==> src/rtl/instr_queue.sv <==
// Instruction queue between the fetch re-aligner and decode: a DEPTH-entry FIFO of
// {instr, pc, compressed} with ready/valid on both sides and a single-cycle flush.
module instr_queue #(
    parameter int DEPTH = 4,
    localparam int PTR_W = $clog2(DEPTH)
) (
    input  logic             clk_i,
    input  logic             rst_ni,
    input  logic             flush_i,
    input  logic             valid_i,
    input  logic [31:0]      instr_i,
    input  logic [31:0]      pc_i,
    output logic             ready_o,
    output logic             valid_o,
    output logic [31:0]      instr_o,
    output logic [31:0]      pc_o,
    output logic             compressed_o,
    input  logic             ready_i,
    output logic [PTR_W:0]   count_o
);

    typedef struct packed {
        logic [31:0] instr;
        logic [31:0] pc;
        logic        compressed;
    } entry_t;

    localparam logic [PTR_W:0]   CNT_FULL = (PTR_W+1)'(DEPTH);
    localparam logic [PTR_W:0]   CNT_ONE  = (PTR_W+1)'(1);
    localparam logic [PTR_W:0]   CNT_ZERO = (PTR_W+1)'(0);
    localparam logic [PTR_W-1:0] PTR_ONE  = PTR_W'(1);
    localparam logic [PTR_W-1:0] PTR_ZERO = PTR_W'(0);

    // An RVC encoding is anything whose two low bits are not both set.
    function automatic logic is_compressed(input logic [1:0] low_bits);
        return ~&low_bits;
    endfunction

    entry_t           mem_r [DEPTH];
    logic [PTR_W-1:0] wptr_r;
    logic [PTR_W-1:0] rptr_r;
    logic [PTR_W:0]   count_r;
    logic             push_s;
    logic             pop_s;
    entry_t           head_s;

    // Handshake qualifiers; a full queue refuses a push even when a pop is in flight.
    always_comb begin
        ready_o = (count_r != CNT_FULL);
        valid_o = (count_r != CNT_ZERO);
        push_s  = valid_i & ready_o;
        pop_s   = valid_o & ready_i;
    end

    // Entry storage: cleared only by reset, never by flush.
    always_ff @(posedge clk_i or negedge rst_ni) begin
        if (!rst_ni) begin
            for (int i = 0; i < DEPTH; i++) begin
                mem_r[i] <= '0;
            end
        end else if (push_s && !flush_i) begin
            mem_r[wptr_r] <= '{instr: instr_i, pc: pc_i, compressed: is_compressed(instr_i[1:0])};
        end
    end

    // Pointer and occupancy bookkeeping; flush overrides any push or pop.
    always_ff @(posedge clk_i or negedge rst_ni) begin
        if (!rst_ni) begin
            wptr_r  <= PTR_ZERO;
            rptr_r  <= PTR_ZERO;
            count_r <= CNT_ZERO;
        end else if (flush_i) begin
            wptr_r  <= PTR_ZERO;
            rptr_r  <= PTR_ZERO;
            count_r <= CNT_ZERO;
        end else begin
            if (push_s) begin
                wptr_r <= wptr_r + PTR_ONE;
            end
            if (pop_s) begin
                rptr_r <= rptr_r + PTR_ONE;
            end
            case ({push_s, pop_s})
                2'b10:   count_r <= count_r + CNT_ONE;
                2'b01:   count_r <= count_r - CNT_ONE;
                default: count_r <= count_r;
            endcase
        end
    end

    // Head entry goes straight to decode; stale when valid_o is low.
    always_comb begin
        head_s       = mem_r[rptr_r];
        instr_o      = head_s.instr;
        pc_o         = head_s.pc;
        compressed_o = head_s.compressed;
        count_o      = count_r;
    end

endmodule

==> config.mk <==
export PLATFORM = sky130hd
export DESIGN_NAME = instr_queue
export DESIGN_NICKNAME = d
export VERILOG_FILES = /design/src/rtl/instr_queue.sv
export SDC_FILE = /design/constraint.sdc
export NUM_CORES = 1
export LEC_CHECK = 0
export ABC_AREA = 1
export BUFFER_PORTS_ARGS = -buffer_cell sky130_fd_sc_hd__clkbuf_2
export CAP_MARGIN = 5
export CELL_PAD_IN_SITES_DETAIL_PLACEMENT = 1
export CELL_PAD_IN_SITES_GLOBAL_PLACEMENT = 1
export CORE_MARGIN = 3
export CORE_UTILIZATION = 25
export CTS_CLUSTER_SIZE = 10
export DETAILED_ROUTE_END_ITERATION = 12
export GPL_ROUTABILITY_DRIVEN = 0
export HOLD_SLACK_MARGIN = 0.08
export PLACE_DENSITY_LB_ADDON = 0.08
export SETUP_SLACK_MARGIN = 0.05
export SYNTH_ARGS = -nofsm -noshare
export SYNTH_HDL_FRONTEND = slang
export SYNTH_SLANG_ARGS = --single-unit
==> constraint.sdc <==
create_clock -name clk_i -period 1.95 [get_ports clk_i]
set_input_delay 0.39 -clock clk_i [delete_from_list [all_inputs] [get_ports clk_i]]
set_output_delay 0.39 -clock clk_i [all_outputs]
set_load 0.02 [all_outputs]
# ---- Word level (Yosys, flattened, before mapping)
# Cells that the tools add are included.
dict set report totals {
  regBits 267
}
dict set report op_classes {
  n_addsub 4
  order_cmp 3
  n_eq_ne 3
  mux 12
  n_bitwise 4
  n_reduce_logical 9
}
# op n
set ops {}
lappend ops {{$bwmux 260} 1}
lappend ops {{$mux 65} 3}
lappend ops {{$bmux 65 s2} 1}
lappend ops {{$demux 65 s2} 1}
lappend ops {{$mux 2} 4}
lappend ops {{$ge 3x3->1 const B} 2}
lappend ops {{$not 2->3} 2}
lappend ops {{$pmux 3 s2} 1}
lappend ops {{$reduce_bool 3->1} 2}
lappend ops {{$add 2x1->2 const B} 2}
lappend ops {{$reduce_bool 2->1} 2}
lappend ops {{$add 3x1->3 const B} 1}
lappend ops {{$lt 3x1->1 const B} 1}
lappend ops {{$mux 3} 1}
lappend ops {{$ne 3x3->1 const B} 1}
lappend ops {{$sub 3x1->3 const B} 1}
lappend ops {{$and 1x1->1} 2}
lappend ops {{$eq 2x1->1 const B} 1}
lappend ops {{$eq 2x2->1 const B} 1}
lappend ops {{$logic_and 1x1->1} 2}
lappend ops {{$logic_not 1->1} 2}
lappend ops {{$reduce_and 2->1} 1}

# ---- Logic depth before layout (Yosys ltp)
dict set report logic_depth {
  ltp_word 6
  depth_mapped 12
}

# ---- Worst setup path after synthesis
# Ideal clock, no wire load.
dict set report synth_path {
  path_kind {reg-to-reg}
  startpoint {register count_r[1], in the netlist count_o[1]}
  endpoint {register count_r[2], in the netlist count_o[2]}
  setup_time_ns 0.118
  t_arrival_ns 2.018
  required_ns 1.832
  path_slack_ns -0.186
  stages_incl_launch_ff 13
  n_path_buf 0
  path_cell_list {dfrtp_1 -> nor2_2 -> nand2_1 -> nand2_1 -> inv_1 -> nand2_1 -> inv_1 -> fa_1 -> xor2_1 -> inv_1 -> nand2_1 -> nand3_1 -> nand2_1}
}
dict set report synth_between {
  elab_chain_cells 5
}
# item line_no
set synth_lines {}
lappend synth_lines {{start: declaration} 42} ;# logic [PTR_W:0] count_r;
lappend synth_lines {{start signal: assignment} 84} ;# 2'b10: count_r <= count_r + CNT_ONE;
lappend synth_lines {{start signal: assignment} 85} ;# 2'b01: count_r <= count_r - CNT_ONE;
lappend synth_lines {{start signal: assignment} 86} ;# default: count_r <= count_r;
lappend synth_lines {{$reduce_bool 3->1 *} 50} ;# valid_o = (count_r != CNT_ZERO);
lappend synth_lines {{net valid_o} 14} ;# output logic valid_o,
lappend synth_lines {{$and 1x1->1 *} 52} ;# pop_s = valid_o & ready_i;
lappend synth_lines {{$eq 2x1->1 / $eq 2x2->1 (equally long branches)} 83} ;# case ({push_s, pop_s})
lappend synth_lines {{$pmux 3 s2} 83}
lappend synth_lines {{$mux 3} 72} ;# end else if (flush_i) begin
# Mark *: on every way through the listed nets, which the timed path passes. The rest lies on a longest branch.
# A chain may end at the register's enable or synchronous reset.

# ---- Final worst setup path
dict set report layout_path {
  startpoint {register rptr_r[0]}
  endpoint {output instr_o[24]}
}
dict set report layout_between {
  elab_chain_cells 4
}
# item line_no
set layout_lines {}
lappend layout_lines {{start: declaration} 41} ;# logic [PTR_W-1:0] rptr_r;
lappend layout_lines {{start signal: assignment} 81} ;# rptr_r <= rptr_r + PTR_ONE;
lappend layout_lines {{$not 2->3 (not written as such)} 93} ;# head_s = mem_r[rptr_r];
lappend layout_lines {{$bmux 65 s2} 93}
lappend layout_lines {{$mux 65 (not written as such) (2 in a row)} 93}
lappend layout_lines {{end: declaration} 15} ;# output logic [31:0] instr_o,
# Every way passes these cells. The select of a mux whose other input is x is not followed.

==> out/qor.yml <==
ys_types: 23
p_per_area_nw_per_um2: 1683
wl_per_cell_um: 19.65
start_util: 0.2558
crit_top_cell: "buf_12"
vias: 9908
combPwrFrac: 0.435
core_area_um2: 47050
yosysTopAreaCell: "dfrtp_1"
synth-xor-area-share: 0.0007277
setup_slack_ns: -0.4287
synth.top_cell.area_share: 0.5551
cp.buffers_inverters: 4
wl_um: 41930
finalNetCount: 1577
cts-root-buf: "clkbuf_16"
clk_path_buf_depth: 3
grt_first_pass_wirelength_um: 63470
fin_skew_ns: 0.01211
cts_max_level: 2
setup_viol: 65
syn_area_um2: 12040
io-pin-count: 139
holdWs_ns: 0.1458
critPathTopFamily: "buffers and inverters"
violations: "setup timing"
grt_pass1_vias: 10450
rsz0062_at_grt: "true"
async_flop_share: 1.000
synthCells: 1331
finalCritPeriodShare: 1.220
hpwlAfterDp_um: 22730
yosysSeqAreaShare: 0.5551
switching_share: 0.3727
cts_tree: "done"
utilization: 0.3557
stdcell_count: 2134
drv_slew: 0
io_buffers: 138
final_hold_viol_count: 0
intPower_mw: 17.67
drc: 0
clock_latency_ns: 0.54
pre_cts_slack_ns: 0.01556
cellLeakagePower_nw: 7.882
worst-endpoint-arrival_ns: 1.99
die_h_um: 225.4
synthAdderAreaFrac: 0.005821
critPathRequiredTime_ns: 1.56
synth_compound_area_frac: 0.2167
ys_seq_elements: 267
avgSynthCellArea_um2: 9.043
synth_top_family_by_area: "compound AO/OA/AOI/OAI gates"
synth_edf_count: 0
min_path_type: "input pin to flip-flop"
dr.pass1.iters: 5
path_cells: "buf_12, buf_12, buf_16, nor2_1, o22ai_2, buf_4"
seq_power_share: 0.339
critPathCaptureType: "output port"
synthSimpleGateAreaFrac: 0.1385
drt_iter0_markers: 456
power.switching_mw: 10.50
dp_cells: 2025
cts_buffers: 35
finalCriticalPeriod_ns: 2.379
synth_fp_nets: 1405
cp-start-kind: "flip-flop"
grt-ovfl-total: 0
outcome: "finished, violations left"
synth.area.mux_share: 0
die_w_um: 225.4
yosys_warnings: 0
track_usage: 0.1622
antenna_left: 0
crit_fanout: 8
ir_worst_vdd_mv: 0.7924
slowest_delay_ns: 0.57
rows: 79
die_area_um2: 50810
clock-sinks: 267
areaGrowthSynthToFinish_pct: 39.02
maxSlewHeadroom: 0.6707
finalSetupTns_ns: -23.68
maxCapViolCount: 0
layout-drive-gt1-share: 0.3259
crit_type: "flip-flop to output port"
tightest_slew_ns: 0.4939
cts.reportedPaths.clkPinSlew_ns: 0.06
fmaxAchievable_ghz: 0.4204
p_clk_frac: 0.226
synth_area_leaders: "dfrtp_1 56%, o21ai_0 9.9%, nand2_1 8.7%"
crit_path_top_delay_cell: "dfrtp_4"
via_per_inst: 4.643
grt_max_degree: 79
grt_antenna_before_repair: 2
synthFlopType: "dfrtp_1"
placed cells by master (no fill, tap or decap), types with 3 or more instances in the layout:
cell       count
nand3_1        3
ha_1           4
buf_8          4
o21ai_2       84
o21ai_1      140
clkbuf_8      36
nor2_1        75
dfrtp_2        4
a21oi_1        3
nor2_4        28
clkbuf_16     43
o22ai_1       13
o21ai_0      167
nand2_1      275
nand2_4        8
clkbuf_1       9
nor2_2        30
inv_1         73
clkbuf_2      72
nand4_1        3
buf_16        19
buf_12        32
dfrtp_1      262
o22ai_2       52
buf_4         44
buf_6         28
repair_timing:
action                                  4_1_cts  5_1_grt
endpoints found under the setup margin       65       67
pin swaps                                    34       25
setup buffers                                12       11
hold buffers                                  1        0
hold endpoints to repair                     37        0
resized for setup                           229      198
gates cloned                                 15        9
kinds of logic after synthesis:
logic type / Yosys count
AND/OR/NAND/NOR: 424
buffers and inverters: 174
adder cells (fa/ha/maj): 5
flip-flops: 267
XOR/XNOR: 1
AO/OA/AOI/OAI: 460
area by class of cell:
cell class / count / area [um2]
well taps: 607 / 759.5
fillers: 5287 / 30320
clock inverters: 2 / 25.02
multi-input cells: 890 / 5091
inverters: 76 / 302.8
repair buffers: 233 / 2760
flip-flops and latches: 267 / 6690
clock buffers: 57 / 1100
diodes: 2 / 5.005
state kept, by name, summed over array words and instances (netlist names):
signal,count
count_o,3
mem_r,260
rptr_r,2
wptr_r,2
power groups by stage:
stage / Clock, mW / Sequential (mW) / Combinational [mW]
2_1_floorplan: 0 / 9.03 / 5.83
3_3_place_gp: 0 / 9.33 / 8.70
3_5_place_dp: 0 / 9.36 / 8.83
4_1_cts: 6.62 / 9.45 / 11.1
5_1_grt: 6.86 / 9.88 / 13.5
6_report: 6.36 / 9.54 / 12.3
cell usage after synthesis (3+ instances only):
master    number
a21oi_1        3
buf_2         10
buf_6         44
clkbuf_1      42
dfrtp_1      267
ha_1           4
inv_1         75
nand2_1      278
nand2_4        6
nand3_1        3
nand4_1        3
nor2_1       132
o21ai_0      237
o21ai_1       95
o21ai_2       60
o22ai_1       65
worst reg2reg max path: stages, from the launching register on:
cell	delay [ns]
dfrtp_2	0.43
nor2_4	0.15
buf_4	0.14
nand2_4	0.05
nand2_4	0.11
nand2_4	0.08
inv_1	0.07
fa_2	0.42
inv_1	0.07
nor2_1	0.04
nand2_1	0.07
nand2_1	0.06
per-stage QoR:
stage                     cell area (um2)  power (mW)
final                               16730       28.16
after CTS                           15940       27.14
after global placement              13480       18.02
after detailed placement            13480       18.19
after global routing                16730       30.22
after floorplan                     12060       14.87
final timing paths:
| kind | slack, ns | depth (start not counted) | start | to |
|---|---|---|---|---|
| setup / recovery | -0.43 | 6 | rptr_r[0]$_DFFE_PN0P_ | instr_o[24] |
| hold / removal | 0.15 | 3 | pc_i[3] | mem_r[199]$_DFFE_PN0P_ |
| setup reg to reg | 0.17 | 11 | count_o[1]$_DFFE_PN0P_ | count_o[1]$_DFFE_PN0P_ |
| hold reg to reg | 0.47 | 2 | mem_r[177]$_DFFE_PN0P_ | mem_r[177]$_DFFE_PN0P_ |
| max in group asynchronous | 0.83 | 3 | rst_ni | mem_r[206]$_DFFE_PN0P_ |
| min in group asynchronous | 0.36 | 2 | rst_ni | mem_r[24]$_DFFE_PN0P_ |
routing by layer:
metal	vias up	wire, um	GRT usage
li1	4815	-	-
met1	4915	20990	0.2357
met2	133	18970	0.2527
met3	45	1342	0.02892
met4	0	629	0.03547
met5	-	0	0
(Power assumes the default switching activity.)
